[src/rtl/bch_chain_sequencer.sv]
`default_nettype none
// ============================================================================
//  Module   : bch_chain_sequencer
//  Purpose  : Runs the BCH demo chain (encode -> noise -> error injection ->
//             decode). It latches the per-run stage enables on start, issues
//             a one-cycle start pulse to each enabled stage in order, and waits
//             for that stage's done pulse under a per-stage watchdog.
//  Option   : BCH_SEQ_CYCLE_CNT_EN adds o_run_cycles, a saturating count of
//             busy cycles for the most recent run.
//  Revision : 1.0 - initial release
// ============================================================================
module bch_chain_sequencer #(
    parameter int TIMEOUT_CYC = 255,
    parameter int CNT_W       = 16
) (
    input  logic             clk,
    input  logic             rst,
    input  logic             i_start,
    input  logic             i_abort,
    input  logic             i_cfg_bch_en,
    input  logic             i_cfg_noise_en,
    input  logic             i_cfg_err_en,
    output logic             o_enc_start,
    input  logic             i_enc_done,
    output logic             o_noise_start,
    input  logic             i_noise_done,
    output logic             o_err_start,
    input  logic             i_err_done,
    output logic             o_dec_start,
    input  logic             i_dec_done,
    output logic             o_busy,
    output logic             o_done,
    output logic             o_timeout,
`ifdef BCH_SEQ_CYCLE_CNT_EN
    output logic [CNT_W-1:0] o_run_cycles,
`endif
    output logic [2:0]       o_cur_stage
);

    typedef enum logic [2:0] {
        S_IDLE  = 3'd0,
        S_ENC   = 3'd1,
        S_NOISE = 3'd2,
        S_ERR   = 3'd3,
        S_DEC   = 3'd4,
        S_FIN   = 3'd5,
        S_TOUT  = 3'd6
    } state_t;

    localparam logic [CNT_W-1:0] C_TIMEOUT = CNT_W'(TIMEOUT_CYC);

    state_t             r_state;
    state_t             w_nxt;
    state_t             w_after;
    logic               r_bch_en;
    logic               r_noise_en;
    logic               r_err_en;
    logic               r_first;
    logic [CNT_W-1:0]   r_wdog;
    logic [CNT_W-1:0]   w_wdog_inc;
    logic               w_stage_done;
    logic               w_expired;
    logic               w_accept;
    logic               r_enc_start;
    logic               r_noise_start;
    logic               r_err_start;
    logic               r_dec_start;
    logic               r_busy;
    logic               r_done;
    logic               r_timeout;

    assign w_accept   = (r_state == S_IDLE) && i_start;
    assign w_wdog_inc = r_wdog + 1'b1;
    // The watchdog limit is reached when this cycle's increment hits it.
    assign w_expired  = (w_wdog_inc >= C_TIMEOUT);

    // Select the current stage's done and its successor; done is masked in the start-pulse cycle
    always_comb begin
        w_stage_done = 1'b0;
        w_after      = S_FIN;
        case (r_state)
            S_ENC: begin
                w_stage_done = i_enc_done;
                w_after      = r_noise_en ? S_NOISE : (r_err_en ? S_ERR : S_DEC);
            end
            S_NOISE: begin
                w_stage_done = i_noise_done;
                w_after      = r_err_en ? S_ERR : (r_bch_en ? S_DEC : S_FIN);
            end
            S_ERR: begin
                w_stage_done = i_err_done;
                w_after      = r_bch_en ? S_DEC : S_FIN;
            end
            S_DEC: begin
                w_stage_done = i_dec_done;
                w_after      = S_FIN;
            end
            default: begin
                w_stage_done = 1'b0;
                w_after      = S_FIN;
            end
        endcase
        w_stage_done = w_stage_done && !r_first;
    end

    // Next-state decision; abort overrides everything outside IDLE
    always_comb begin
        w_nxt = r_state;
        case (r_state)
            S_IDLE: begin
                if (i_start) begin
                    if (i_cfg_bch_en)        w_nxt = S_ENC;
                    else if (i_cfg_noise_en) w_nxt = S_NOISE;
                    else if (i_cfg_err_en)   w_nxt = S_ERR;
                    else                     w_nxt = S_FIN;
                end
            end
            S_ENC, S_NOISE, S_ERR, S_DEC: begin
                if (w_stage_done)   w_nxt = w_after;
                else if (w_expired) w_nxt = S_TOUT;
            end
            default: w_nxt = S_IDLE;
        endcase
        if ((r_state != S_IDLE) && i_abort) begin
            w_nxt = S_IDLE;
        end
    end

    // State register plus registered pulses, status flags, latched config and watchdog
    always_ff @(posedge clk) begin
        if (rst) begin
            r_state       <= S_IDLE;
            r_first       <= 1'b0;
            r_wdog        <= '0;
            r_bch_en      <= 1'b0;
            r_noise_en    <= 1'b0;
            r_err_en      <= 1'b0;
            r_enc_start   <= 1'b0;
            r_noise_start <= 1'b0;
            r_err_start   <= 1'b0;
            r_dec_start   <= 1'b0;
            r_busy        <= 1'b0;
            r_done        <= 1'b0;
            r_timeout     <= 1'b0;
        end else begin
            r_state       <= w_nxt;
            r_first       <= (w_nxt != r_state);
            r_wdog        <= ((w_nxt != r_state) || (w_nxt == S_IDLE)) ? '0 : w_wdog_inc;
            r_enc_start   <= (w_nxt == S_ENC)   && (r_state != S_ENC);
            r_noise_start <= (w_nxt == S_NOISE) && (r_state != S_NOISE);
            r_err_start   <= (w_nxt == S_ERR)   && (r_state != S_ERR);
            r_dec_start   <= (w_nxt == S_DEC)   && (r_state != S_DEC);
            r_done        <= (w_nxt == S_FIN);
            r_busy        <= (w_nxt != S_IDLE);
            if (w_accept) begin
                r_bch_en   <= i_cfg_bch_en;
                r_noise_en <= i_cfg_noise_en;
                r_err_en   <= i_cfg_err_en;
                r_timeout  <= 1'b0;
            end else if (w_nxt == S_TOUT) begin
                r_timeout  <= 1'b1;
            end
        end
    end

`ifdef BCH_SEQ_CYCLE_CNT_EN
    logic [CNT_W-1:0] r_run_cycles;

    // Saturating busy-cycle counter, cleared when a run is accepted and held in IDLE
    always_ff @(posedge clk) begin
        if (rst) begin
            r_run_cycles <= '0;
        end else if (w_accept) begin
            r_run_cycles <= '0;
        end else if (r_busy && (r_run_cycles != '1)) begin
            r_run_cycles <= r_run_cycles + 1'b1;
        end
    end

    assign o_run_cycles = r_run_cycles;
`endif

    assign o_enc_start   = r_enc_start;
    assign o_noise_start = r_noise_start;
    assign o_err_start   = r_err_start;
    assign o_dec_start   = r_dec_start;
    assign o_busy        = r_busy;
    assign o_done        = r_done;
    assign o_timeout     = r_timeout;
    assign o_cur_stage   = r_state;

endmodule
`default_nettype wire

[config.mk]
export PLATFORM = sky130hd
export DESIGN_NAME = bch_chain_sequencer
export DESIGN_NICKNAME = d
export VERILOG_FILES = /design/src/rtl/bch_chain_sequencer.sv
export SDC_FILE = /design/constraint.sdc
export NUM_CORES = 1
export LEC_CHECK = 0
export CAP_MARGIN = 10
export CORE_MARGIN = 3
export CORE_UTILIZATION = 45
export CTS_CLUSTER_DIAMETER = 40
export DETAILED_ROUTE_END_ITERATION = 7
export PLACE_DENSITY = 0.65
export REMOVE_ABC_BUFFERS = 1
export SLEW_MARGIN = 0
export SYNTH_ARGS = -nofsm -noshare
export SYNTH_HDL_FRONTEND = slang
export SYNTH_SLANG_ARGS = --single-unit
[constraint.sdc]
create_clock -name clk -period 5.5 [get_ports clk]
set_clock_uncertainty 0.15 [all_clocks]
set_input_delay 1.1 -clock clk [delete_from_list [all_inputs] [get_ports clk]]
set_output_delay 1.1 -clock clk [all_outputs]
set_load 0.005 [all_outputs]
After elaboration in Yosys (flattened, before gate mapping)
Cells that the tools add are included.

word-level totals
  register bits = 30
  word-level logic and storage cells = 60
  bits of input ports = 11

cells by class
  $add $sub $neg = 1
  equality and inequality tests = 15
  order comparisons = 1
  multiplexer cells = 14
  reduce and logical (&&, ||, !) cells = 16

operator list
  kind                                                                     count
  3-bit 2-to-1 mux                                                         10
  16-bit by 1-bit adder with 16-bit output, second input constant          1
  16-bit by 8-bit >= comparator with 1-bit output, second input constant   1
  3-bit by 2-bit equality test with 1-bit output, second input constant    4
  3-bit equality test, second input constant                               4
  3-bit one-hot mux with 3 select lines                                    1
  1-bit logical AND                                                        7
  3-bit by 1-bit equality test with 1-bit output, second input constant    2
  3-bit logical NOT                                                        2
  3-bit by 2-bit inequality test with 1-bit output, second input constant  2
  3-bit one-hot mux with 2 select lines                                    1
  3-bit nonzero test                                                       2
  1-bit one-hot mux with 4 select lines                                    1
  2-bit OR reduction                                                       2
  4-bit OR reduction                                                       1
  3-bit by 1-bit inequality test with 1-bit output, second input constant  1
  3-bit inequality test                                                    1
  3-bit inequality test, second input constant                             1
  1-bit logical NOT                                                        1
  1-bit logical OR                                                         1
  1-bit 2-to-1 mux                                                         1

Longest topological paths before layout
Gate-level depths: netlist of run 1.

  word-level depth = 9
  depth in mapped cells = 9

Worst setup path after synthesis of run 1
Ideal clock, no wire load.

  path kind = input-to-reg
  start = input i_noise_done
  end = register r_wdog[4]
  path slack = 2.400 ns
  arrival time = 2.838 ns
  cell stages on the path = 7
  data required time = 5.238 ns
  buffers on the path = 0
  library setup time = 0.112 ns
  cell sequence = nand3b_1 -> a21oi_1 -> or4_4 -> a211oi_4 -> a41oi_2 -> nor3b_4 -> a2111oi_1

between the ends
  word-level cells in the longest chain between the ends = 8
  elaborated cells on any way between the ends = 9
  those cells by class = eq/ne: 1; mux: 4; reduce/logical: 4

ends and longest elaborated chain
  what                                                        line  text
  start: declaration                                          26    input logic i_noise_done,
  1-bit one-hot mux with 4 select lines *                     81    case (r_state)
  1-bit logical AND *                                         103   w_stage_done = w_stage_done && !r_first;
  3-bit 2-to-1 mux *                                          119   if (w_stage_done) w_nxt = w_after;
  3-bit one-hot mux with 2 select lines *                     109   case (r_state)
  3-bit 2-to-1 mux *                                          124   if ((r_state != S_IDLE) && i_abort) begin
  3-bit inequality test or 3-bit logical NOT (tied branches)  148   r_wdog <= ((w_nxt != r_state) || (w_nxt == S_IDLE)) ? '0 : w_wdog_inc;
  1-bit logical OR *                                          148
  2-bit OR reduction (no source line) *                       n/a
  end signal: assignment                                      148
  end: declaration                                            59    logic [CNT_W-1:0] r_wdog;

Every way passes the cells marked *; elsewhere a longest branch is shown, timed or not.
A chain may end at the register's enable or synchronous reset.

Worst setup path after layout of run 1
  start = input i_noise_done
  end = register r_busy (netlist: o_busy)

between the ends
  word-level cells in the longest chain between the ends = 6

ends and longest elaborated chain
  what                                   line  text
  1-bit one-hot mux with 4 select lines  81
  1-bit logical AND                      103
  3-bit 2-to-1 mux                       119
  3-bit one-hot mux with 2 select lines  109
  3-bit 2-to-1 mux                       124
  3-bit nonzero test                     154   r_busy <= (w_nxt != S_IDLE);
  end signal: assignment                 154
  end: declaration                       68    logic r_busy;

Every way passes these cells.

==> impl_metrics.toml, run 1 <==
[grt]
use_met1 = 0.282
grt_pass1_wl_um = 6690
busiest_layer = "met1"
grt_pass1_vias = 1430
grt-ovfl-total = 0
grt_antenna_before_repair = 0
grt_max_degree = 21
grtUsageMet3 = 0.0556
grt_use_met2 = 0.276
grtUsageTotal = 0.200

[timing]
hold_viol_final = 0
finalCritPeriodShare = 0.640
slew_violations = 0
setup_viol = 0
fmaxAchievable_mhz = 284
setup_slack_ns = 1.98
worst_slew_pin_slew_ns = 0.811
slew_headroom = 0.456
tns_ns = 0
rsz0062_at_grt = "no"
holdWs_ns = 0.310
min_period_ns = 3.52

[cells_and_area]
final_common_cell = "dfxtp_1"
layout_common_cells = "dfxtp_1, clkdlybuf4s50_1, nor2_1"
final_cells = 260
drive_gt1_frac = 0.0935
fillers = 347
nets = 226
stdcell_area_um2 = 2010
syn2layout_area_growth_pct = 20.4
num_antenna_cells = 0

[yosys]
synthMuxAreaShare = 0.0120
syn_avg_cell_area_um2 = 8.89
syn-cell-area_um2 = 1670
yosysTopAreaCell = "dfxtp_1"
synth-xor-area-share = 0.0524
synth_edf_count = 0
synth.top_cell.area_share = 0.359
ys.flop_type = "dfxtp_1"
ys_top_cells_by_area = "dfxtp_1, a2111oi_1, a21oi_1"
synth_compound_area_frac = 0.218
ys_seq_area_frac = 0.359
synth_fa_ha_area_frac = 0.0150
yosys.area_share.simple = 0.299
async_flop_share = 0
synth_top_family_by_area = "simple AND/OR/NAND/NOR gates"
syn_inst = 188
synth_cell_types = 57
ys_seq_elements = 30
ys_warn_count = 0

[worst_setup_path]
timing.rr.start = "o_cur_stage[2]$_SDFF_PP0_"
slowest_stage = "or4_4"
cp_cell_sequence = "clkdlybuf4s50_1 > nand3b_1 > a21oi_1 > or4_4 > a211oi_4 > a41oi_1 > nor3b_4 > a21oi_1"
cp_max_fo = 10
start_kind = "primary input"
critPathMaxStageDelay_ns = 0.57
worst_path_most_repeated_cell = "a21oi_1"
worstSetupPathType = "in -> reg"
path_buf_inv = 1
worstPathRequired_ns = 5.47
reg2reg_depth = 7
cp.arrival_ns = 3.49
crit_family = "simple AND/OR/NAND/NOR gates"
r2r_slack_ns = 2.45
endpoint_kind = "flip-flop"
r2r_end = "o_busy$_SDFF_PP0_"

[min_path]
whs_endpoint = "r_bch_en$_SDFFE_PP0P_"
whs_path_depth = 2
hold_start = "r_bch_en$_SDFFE_PP0P_"
min_path_type = "reg -> reg"

[placement]
gp_congestion = 0.891
hpwl_um = 2880
place_area_um2 = 1920
dp_slack_ns = 1.70
port-buffer-count = 20
placed_cells = 252

[floorplanning]
core.rowCount = 21
coreArea_um2 = 3470
die_area_um2 = 4480
initial_core_util = 0.482
die_y_um = 67.0
dieWidth_um = 67.0
io_pins = 21

[drt]
vias = 1480
dr.pass1.iters = 4
drt-total-wl_um = 3800
vias_per_cell = 5.69
drc = 0
antenna_left = 0
first_iter_violations = 102
wl_per_cell_um = 14.6

[pwr]
pwr-share-clk = 0.226
p_leak_nw = 0.689
seqPwrFrac = 0.361
swShare = 0.394
p_sw_mw = 0.325
power_density_nw_per_um2 = 410
vdd_ir_drop_max_mv = 0.235
p_int_mw = 0.501
p_comb_frac = 0.413

[clock_network]
cts_buffer_depth = 2
post_cts_resized = 0
cts_made_buffers = 5
cts_tree = "built"
cts_sinks = 30
ctsHoldBuffers = 0
htreeDepth = 2
clock_latency_ns = 0.28
root_buffer = "clkbuf_8"
post_cts_buffers = 0
clk_pin_slew_ns = 0.07

[outcome]
outcome = "finished, final reports clean"

[job]
max_cap_viol_count = 0
-- metal layers --
metal | part of all wire | up-vias
li1 | - | 746
met2 | 0.42 | 37
met3 | 0.054 | 9
met5 | 0 | -
met4 | 0.017 | 0
met1 | 0.50 | 688
-- cells by family (layout without fill, tap and decap cells) --
| group | Yosys count | after routing |
|---|---|---|
| XOR/XNOR | 10 | 10 |
| AND/OR/NAND/NOR | 79 | 79 |
| AO/OA/AOI/OAI | 46 | 46 |
| adder cells (fa/ha/maj) | 2 | 2 |
| flip-flops | 30 | 30 |
| buffers and inverters | 18 | 37 |
| other | 1 | 8 |
| multiplexers | 2 | 2 |
-- cell type report --
class                      count  area [um2]  area share
clock buffer                   6        82.6      0.0410
clock inverter                 2        12.5     0.00622
inverter                       9        33.8      0.0168
multi-input combinational    147        1030       0.510
sequential                    30         601       0.298
tap                           46        57.6      0.0286
timing repair buffer          20         200      0.0994
-- worst max-delay path by stage --
stage | from | end | slack [ns] | depth (start not counted)
global route | i_noise_done | o_err_start$_SDFF_PP0_ | 1.84 | 8
global placement | i_noise_done | r_wdog[7]$_SDFF_PP0_ | 1.74 | 8
floorplan | i_noise_done | r_wdog[4]$_SDFF_PP0_ | 2.40 | 7
CTS | i_noise_done | o_busy$_SDFF_PP0_ | 1.99 | 8
detailed placement | i_noise_done | o_busy$_SDFF_PP0_ | 1.70 | 8
finish | i_noise_done | o_busy$_SDFF_PP0_ | 1.98 | 8
-- synth_stat cells (all sizes together) (2+ instances only) --
library cell,n
dfxtp,30
nor2,13
a21oi,11
nand3,11
nand2,10
inv,9
a2111oi,8
o21ai,7
nand2b,6
xnor2,6
clkbuf,5
nor2b,5
nor3,5
a41oi,4
buf,4
nand4,4
nor3b,4
nor4,4
xor2,4
nand3b,3
a211oi,2
and4,2
and4b,2
ha,2
mux2i,2
nor4b,2
o22ai,2
or2,2
-- power by group through the flow --
stage | Clock [mW] | Combinational (mW) | Sequential [mW]
3_5_place_dp | 0 | 0.340 | 0.303
2_1_floorplan | 0 | 0.232 | 0.291
3_3_place_gp | 0 | 0.327 | 0.301
5_1_grt | 0.203 | 0.378 | 0.305
6_report | 0.187 | 0.342 | 0.298
4_1_cts | 0.191 | 0.338 | 0.298
-- registers in the layout, indices dropped and copies added (netlist names) --
signal	count
o_done	1
o_enc_start	1
r_bch_en	1
o_err_start	1
r_wdog	16
r_err_en	1
o_timeout	1
o_busy	1
o_dec_start	1
o_noise_start	1
r_noise_en	1
r_first	1
o_cur_stage	3
-- tightest hold or removal path, delay by kind of cell (launching register included) --
family,cells,cell delay (ns)
AO/OA/AOI/OAI,1,0.05
flip-flops,1,0.31
AND/OR/NAND/NOR,1,0.05
-- stage by stage --
stage                util  power, mW
CTS                 0.580      0.827
floorplan               -      0.523
finish              0.580      0.826
global route        0.580      0.887
global placement    0.553      0.628
detailed placement  0.553      0.642
Note: power is estimated with default switching activity, not from simulation.
==> run 2, diff against run 1 <==
--- a/config.mk
+++ b/config.mk
@@ -10,7 +10,7 @@
 export CORE_UTILIZATION = 45
 export CTS_CLUSTER_DIAMETER = 40
 export DETAILED_ROUTE_END_ITERATION = 7
-export PLACE_DENSITY = 0.65
+export PLACE_DENSITY = 0.67
 export REMOVE_ABC_BUFFERS = 1
 export SLEW_MARGIN = 0
 export SYNTH_ARGS = -nofsm -noshare
==> constraint.sdc (replaced) <==
create_clock -name clk -period 3.15 [get_ports clk]
set_clock_uncertainty 0.15 [all_clocks]
set_input_delay 0.63 -clock clk [delete_from_list [all_inputs] [get_ports clk]]
set_output_delay 0.63 -clock clk [all_outputs]
set_load 0.005 [all_outputs]
==> run 2 against run 1 <==
  * Total power increased by 91%
  * Non-clock buffer count increased by 12
  * Clock power increased by 100%
  * Routed wire length grew 8.0%
  * Largest cell class unchanged
  * Largest power group unchanged
==> impl_metrics.toml, run 2 (synthesized netlist as in run 1, its figures left out) <==
[outcome]
outcome = "finished, final reports clean"

[drt]
antenna_left = 0
wl_per_cell_um = 15.1
vias = 1552
drc = 0
first_iter_violations = 112
vias_per_cell = 5.71
dr.pass1.iters = 4
drt-total-wl_um = 4100

[grt]
grt_pass1_wl_um = 7040
grt-ovfl-total = 0
grt_antenna_before_repair = 0
grt_max_degree = 20
grtUsageTotal = 0.209
grt_pass1_vias = 1468

[cells_and_area]
layout_common_cells = "dfxtp_1, clkdlybuf4s50_1, nor2_1, buf_4"
largest_reg_flops = 16
final_cells = 272
num_antenna_cells = 0
nets = 238
fillers = 325
drive_gt1_frac = 0.159
syn2layout_area_growth_pct = 27.5
multi_input_area_um2 = 1040
regMostFlops = "r_wdog"
ff_latch_area_um2 = 602
final_common_cell = "dfxtp_1"

[min_path]
whs_endpoint = "r_bch_en$_SDFFE_PP0P_"
hold_start = "r_bch_en$_SDFFE_PP0P_"
min_path_type = "reg -> reg"
whs_path_depth = 2

[clock_network]
cts_sinks = 30
clk_pin_slew_ns = 0.07
cts_tree = "built"
cts_made_buffers = 5
htreeDepth = 2
ctsHoldBuffers = 0
cts_buffer_depth = 2
root_buffer = "clkbuf_8"
clock_latency_ns = 0.28

[floorplanning]
coreArea_um2 = 3470
die_y_um = 67.0
initial_core_util = 0.482
dieWidth_um = 67.0
die_area_um2 = 4480
io_pins = 21
core.rowCount = 21

[pwr]
vdd_ir_drop_max_mv = 0.562
power.total_mw = 1.58
power_density_nw_per_um2 = 741
p_leak_nw = 0.755

[timing]
rsz0062_at_grt = "no"
fmaxAchievable_mhz = 332
hold_viol_final = 0
slew_headroom = 0.478
min_period_ns = 3.01
setup_slack_ns = 0.136
finalCritPeriodShare = 0.957
slew_violations = 0
worst_slew_pin_slew_ns = 0.777
setup_viol = 0

[placement]
placed_cells = 263
dp_slack_ns = -0.197
port-buffer-count = 20
hpwl_um = 3100
gp_congestion = 0.848

[worst_setup_path]
start_kind = "primary input"
cp_cell_sequence = "clkdlybuf4s50_1 > mux2i_1 > nor3_1 > or4_4 > a211oi_4 > a41oi_2 > nor3b_4 > buf_4 > a2111oi_1"
slowest_stage = "or4_4"
timing.rr.start = "r_wdog[1]$_SDFF_PP0_"
r2r_end = "r_wdog[4]$_SDFF_PP0_"
endpoint_kind = "flip-flop"
critPathMaxStageDelay_ns = 0.53
worstSetupPathType = "in -> reg"
cp_max_fo = 10
reg2reg_depth = 9
cp.arrival_ns = 3.02
worstPathRequired_ns = 3.16
r2r_slack_ns = 0.23

[job]
max_cap_viol_count = 0
[run 2: where the power goes]
part | total [mW] | switching, mW | leakage [nW] | internal (mW)
Combinational | 0.702 | 0.389 | 0.450 | 0.313
Clock | 0.382 | 0.150 | 0.0579 | 0.233
Sequential | 0.497 | 0.0574 | 0.247 | 0.439
[run 2: worst max-delay path: cells and delay by family]
family	cells	cell delay, ns
compound gates	3	0.77
buf+inv	2	0.63
mux	1	0.18
simple gates	3	0.81
[run 2: how the worst max path moves through the flow]
stage               slack [ns]                 startpoint  depth (start not counted)                   end
finish                    0.14                 i_err_done                          9  r_wdog[4]$_SDFF_PP0_
detailed placement       -0.20                 i_err_done                          9  r_wdog[2]$_SDFF_PP0_
global placement         -0.03                 i_enc_done                          9  r_wdog[2]$_SDFF_PP0_
floorplan                 0.50  o_cur_stage[1]$_SDFF_PP0_                          7  r_wdog[4]$_SDFF_PP0_
CTS                       0.08                 i_err_done                          9  r_wdog[2]$_SDFF_PP0_
global route              0.01       r_wdog[1]$_SDFF_PP0_                          9  r_wdog[3]$_SDFF_PP0_
[run 2: stage by stage]
stage                     setup TNS, ns  cell area [um2]  hold WS (ns)  utilization
after floorplan                       0             1660         0.281            -
after global placement           -0.160             2000         0.306        0.577
after detailed placement          -1.17             2000         0.311        0.577
after CTS                             0             2110         0.321        0.608
after global routing                  0             2130         0.341        0.615
final                                 0             2130         0.320        0.615
[run 2: layout make-up]
type / instances / share of cell area
multi-input combinational: 147 / 0.488
tap: 46 / 0.0270
clock inverter: 3 / 0.0188
timing repair buffer: 32 / 0.136
inverter: 9 / 0.0158
sequential: 30 / 0.282
clock buffer: 5 / 0.0323
[run 2: layer usage]
layer / global-route usage / wire length, um / vias up
met5: 0 / 0 / -
met4: 0.0684 / 31 / 0
met3: 0.0506 / 193 / 4
met2: 0.322 / 1930 / 31
met1: 0.285 / 1950 / 747
li1: - / - / 770
[run 2: repair_timing]
action / in CTS / in global routing
endpoints found under the setup margin: 0 / 9
setup buffers: 0 / 1
endpoints found under the hold margin: 0 / 0
resized for setup: 0 / 4
==> run 3, diff against run 2 <==
--- a/config.mk
+++ b/config.mk
@@ -5,12 +5,14 @@
 export SDC_FILE = /design/constraint.sdc
 export NUM_CORES = 1
 export LEC_CHECK = 0
+export ABC_AREA = 0
 export CAP_MARGIN = 10
 export CORE_MARGIN = 3
 export CORE_UTILIZATION = 45
 export CTS_CLUSTER_DIAMETER = 40
 export DETAILED_ROUTE_END_ITERATION = 7
 export PLACE_DENSITY = 0.67
+export RECOVER_POWER = 50
 export REMOVE_ABC_BUFFERS = 1
 export SLEW_MARGIN = 0
 export SYNTH_ARGS = -nofsm -noshare
==> run 3 against run 2 <==
  * Clock power hardly changed
  * Global-route usage unchanged
  * Cell count is the same
  * Sequential cell count is the same
  * Register-to-register slack barely moved
  * Sequential share of layout area did not move
  * Total power down 0.81%
  * Critical path type unchanged
  * Largest cell class unchanged
==> impl_metrics.toml, run 3 (synthesized netlist as in run 1, its figures left out) <==
[outcome]
outcome = "finished, final reports clean"

[drt]
dr.pass1.iters = 4
vias = 1551
drt-total-wl_um = 4100
wl_per_cell_um = 15.1
drc = 0
first_iter_violations = 112
antenna_left = 0
vias_per_cell = 5.70

[cells_and_area]
nets = 238
syn2layout_area_growth_pct = 27.5
final_common_cell = "dfxtp_1"
fillers = 325
multi_input_area_um2 = 1040
regMostFlops = "r_wdog"
num_antenna_cells = 0
utilization = 0.615
layout_common_cells = "dfxtp_1, nor2_1, buf_4"
ff_latch_area_um2 = 602
largest_reg_flops = 16
drive_gt1_frac = 0.159

[grt]
grt_pass1_vias = 1468
grt_max_degree = 20
grt-ovfl-total = 0
grtUsageTotal = 0.209
grt_antenna_before_repair = 0
grt_pass1_wl_um = 7040

[floorplanning]
coreArea_um2 = 3470
die_area_um2 = 4480
core.rowCount = 21
io_pins = 21
die_y_um = 67.0
dieWidth_um = 67.0
initial_core_util = 0.482

[clock_network]
clk_pin_slew_ns = 0.07
cts_sinks = 30
cts_made_buffers = 5
htreeDepth = 2
root_buffer = "clkbuf_8"
ctsHoldBuffers = 0
cts_buffer_depth = 2
clock_latency_ns = 0.28
cts_tree = "built"

[timing]
min_period_ns = 3.01
holdWs_ns = 0.319
hold_viol_final = 0
setup_viol = 0
rsz0062_at_grt = "no"
fmaxAchievable_mhz = 332
slew_violations = 0
worst_slew_pin_slew_ns = 0.777
finalCritPeriodShare = 0.957
slew_headroom = 0.478

[worst_setup_path]
critPathMaxStageDelay_ns = 0.53
start_kind = "primary input"
slowest_stage = "or4_4"
cp_cell_sequence = "clkdlybuf4s50_1 > mux2i_1 > nor3_1 > or4_4 > a211oi_4 > a41oi_2 > nor3b_4 > buf_4 > a2111oi_1"
cp_max_fo = 10
cp.arrival_ns = 3.03
endpoint_kind = "flip-flop"
worstPathRequired_ns = 3.16
worstSetupPathType = "in -> reg"

[job]
max_cap_viol_count = 0

[pwr]
power.total_mw = 1.57
p_leak_nw = 0.783
power_density_nw_per_um2 = 735
vdd_ir_drop_max_mv = 0.561

[placement]
port-buffer-count = 20
hpwl_um = 3100
gp_congestion = 0.848

[min_path]
min_path_type = "reg -> reg"
==> run 3: layout make-up <==
class                           instances  area share
Clock buffer                            5      0.0323
Clock inverter                          3      0.0188
Inverter                                9      0.0158
Tap cell                               46      0.0270
Multi-Input combinational cell        147       0.488
Sequential cell                        30       0.282
Timing Repair Buffer                   32       0.136
==> run 3: metrics by stage <==
step                instances  setup WS (ns)  area (um2)  setup TNS, ns
finish                    272          0.136        2130              0
global placement          263        -0.0269        2000         -0.160
CTS                       271         0.0797        2110              0
global route              272        0.00984        2130              0
floorplan                 186          0.505        1660              0
detailed placement        263         -0.197        2000          -1.17
==> run 3: per-layer routing <==
metal,part of all wire,track usage,vias to the layer above
met4,0.0076,0.0684,0
met1,0.47,0.285,744
met2,0.47,0.322,33
li1,-,-,770
met3,0.048,0.0506,4
met5,0,0,-
==> run 3: worst max-delay path, delay by kind of cell <==
family | cells | cell delay [ns]
compound gates | 3 | 0.77
buf+inv | 2 | 0.63
mux | 1 | 0.18
simple gates | 3 | 0.81
==> run 3: path summary, 6_finish.rpt <==
check	start	endpoint	slack, ns	depth (start not counted)
setup / recovery	i_err_done	r_wdog[4]$_SDFF_PP0_	0.14	9
hold / removal	r_bch_en$_SDFFE_PP0P_	r_bch_en$_SDFFE_PP0P_	0.32	2
setup reg to reg	r_wdog[1]$_SDFF_PP0_	r_wdog[4]$_SDFF_PP0_	0.23	9
hold reg to reg	r_bch_en$_SDFFE_PP0P_	r_bch_en$_SDFFE_PP0P_	0.32	2
==> run 3: power by group <==
part | leakage [nW] | switching [mW] | internal [mW]
Clock | 0.0579 | 0.150 | 0.233
Sequential | 0.247 | 0.0562 | 0.439
Combinational | 0.478 | 0.388 | 0.302
==> run 3: repair_timing <==
action	CTS	global route
hold endpoints to repair	0	0
gates resized for setup	0	4
setup buffers	0	1
endpoints found under the setup margin	0	9
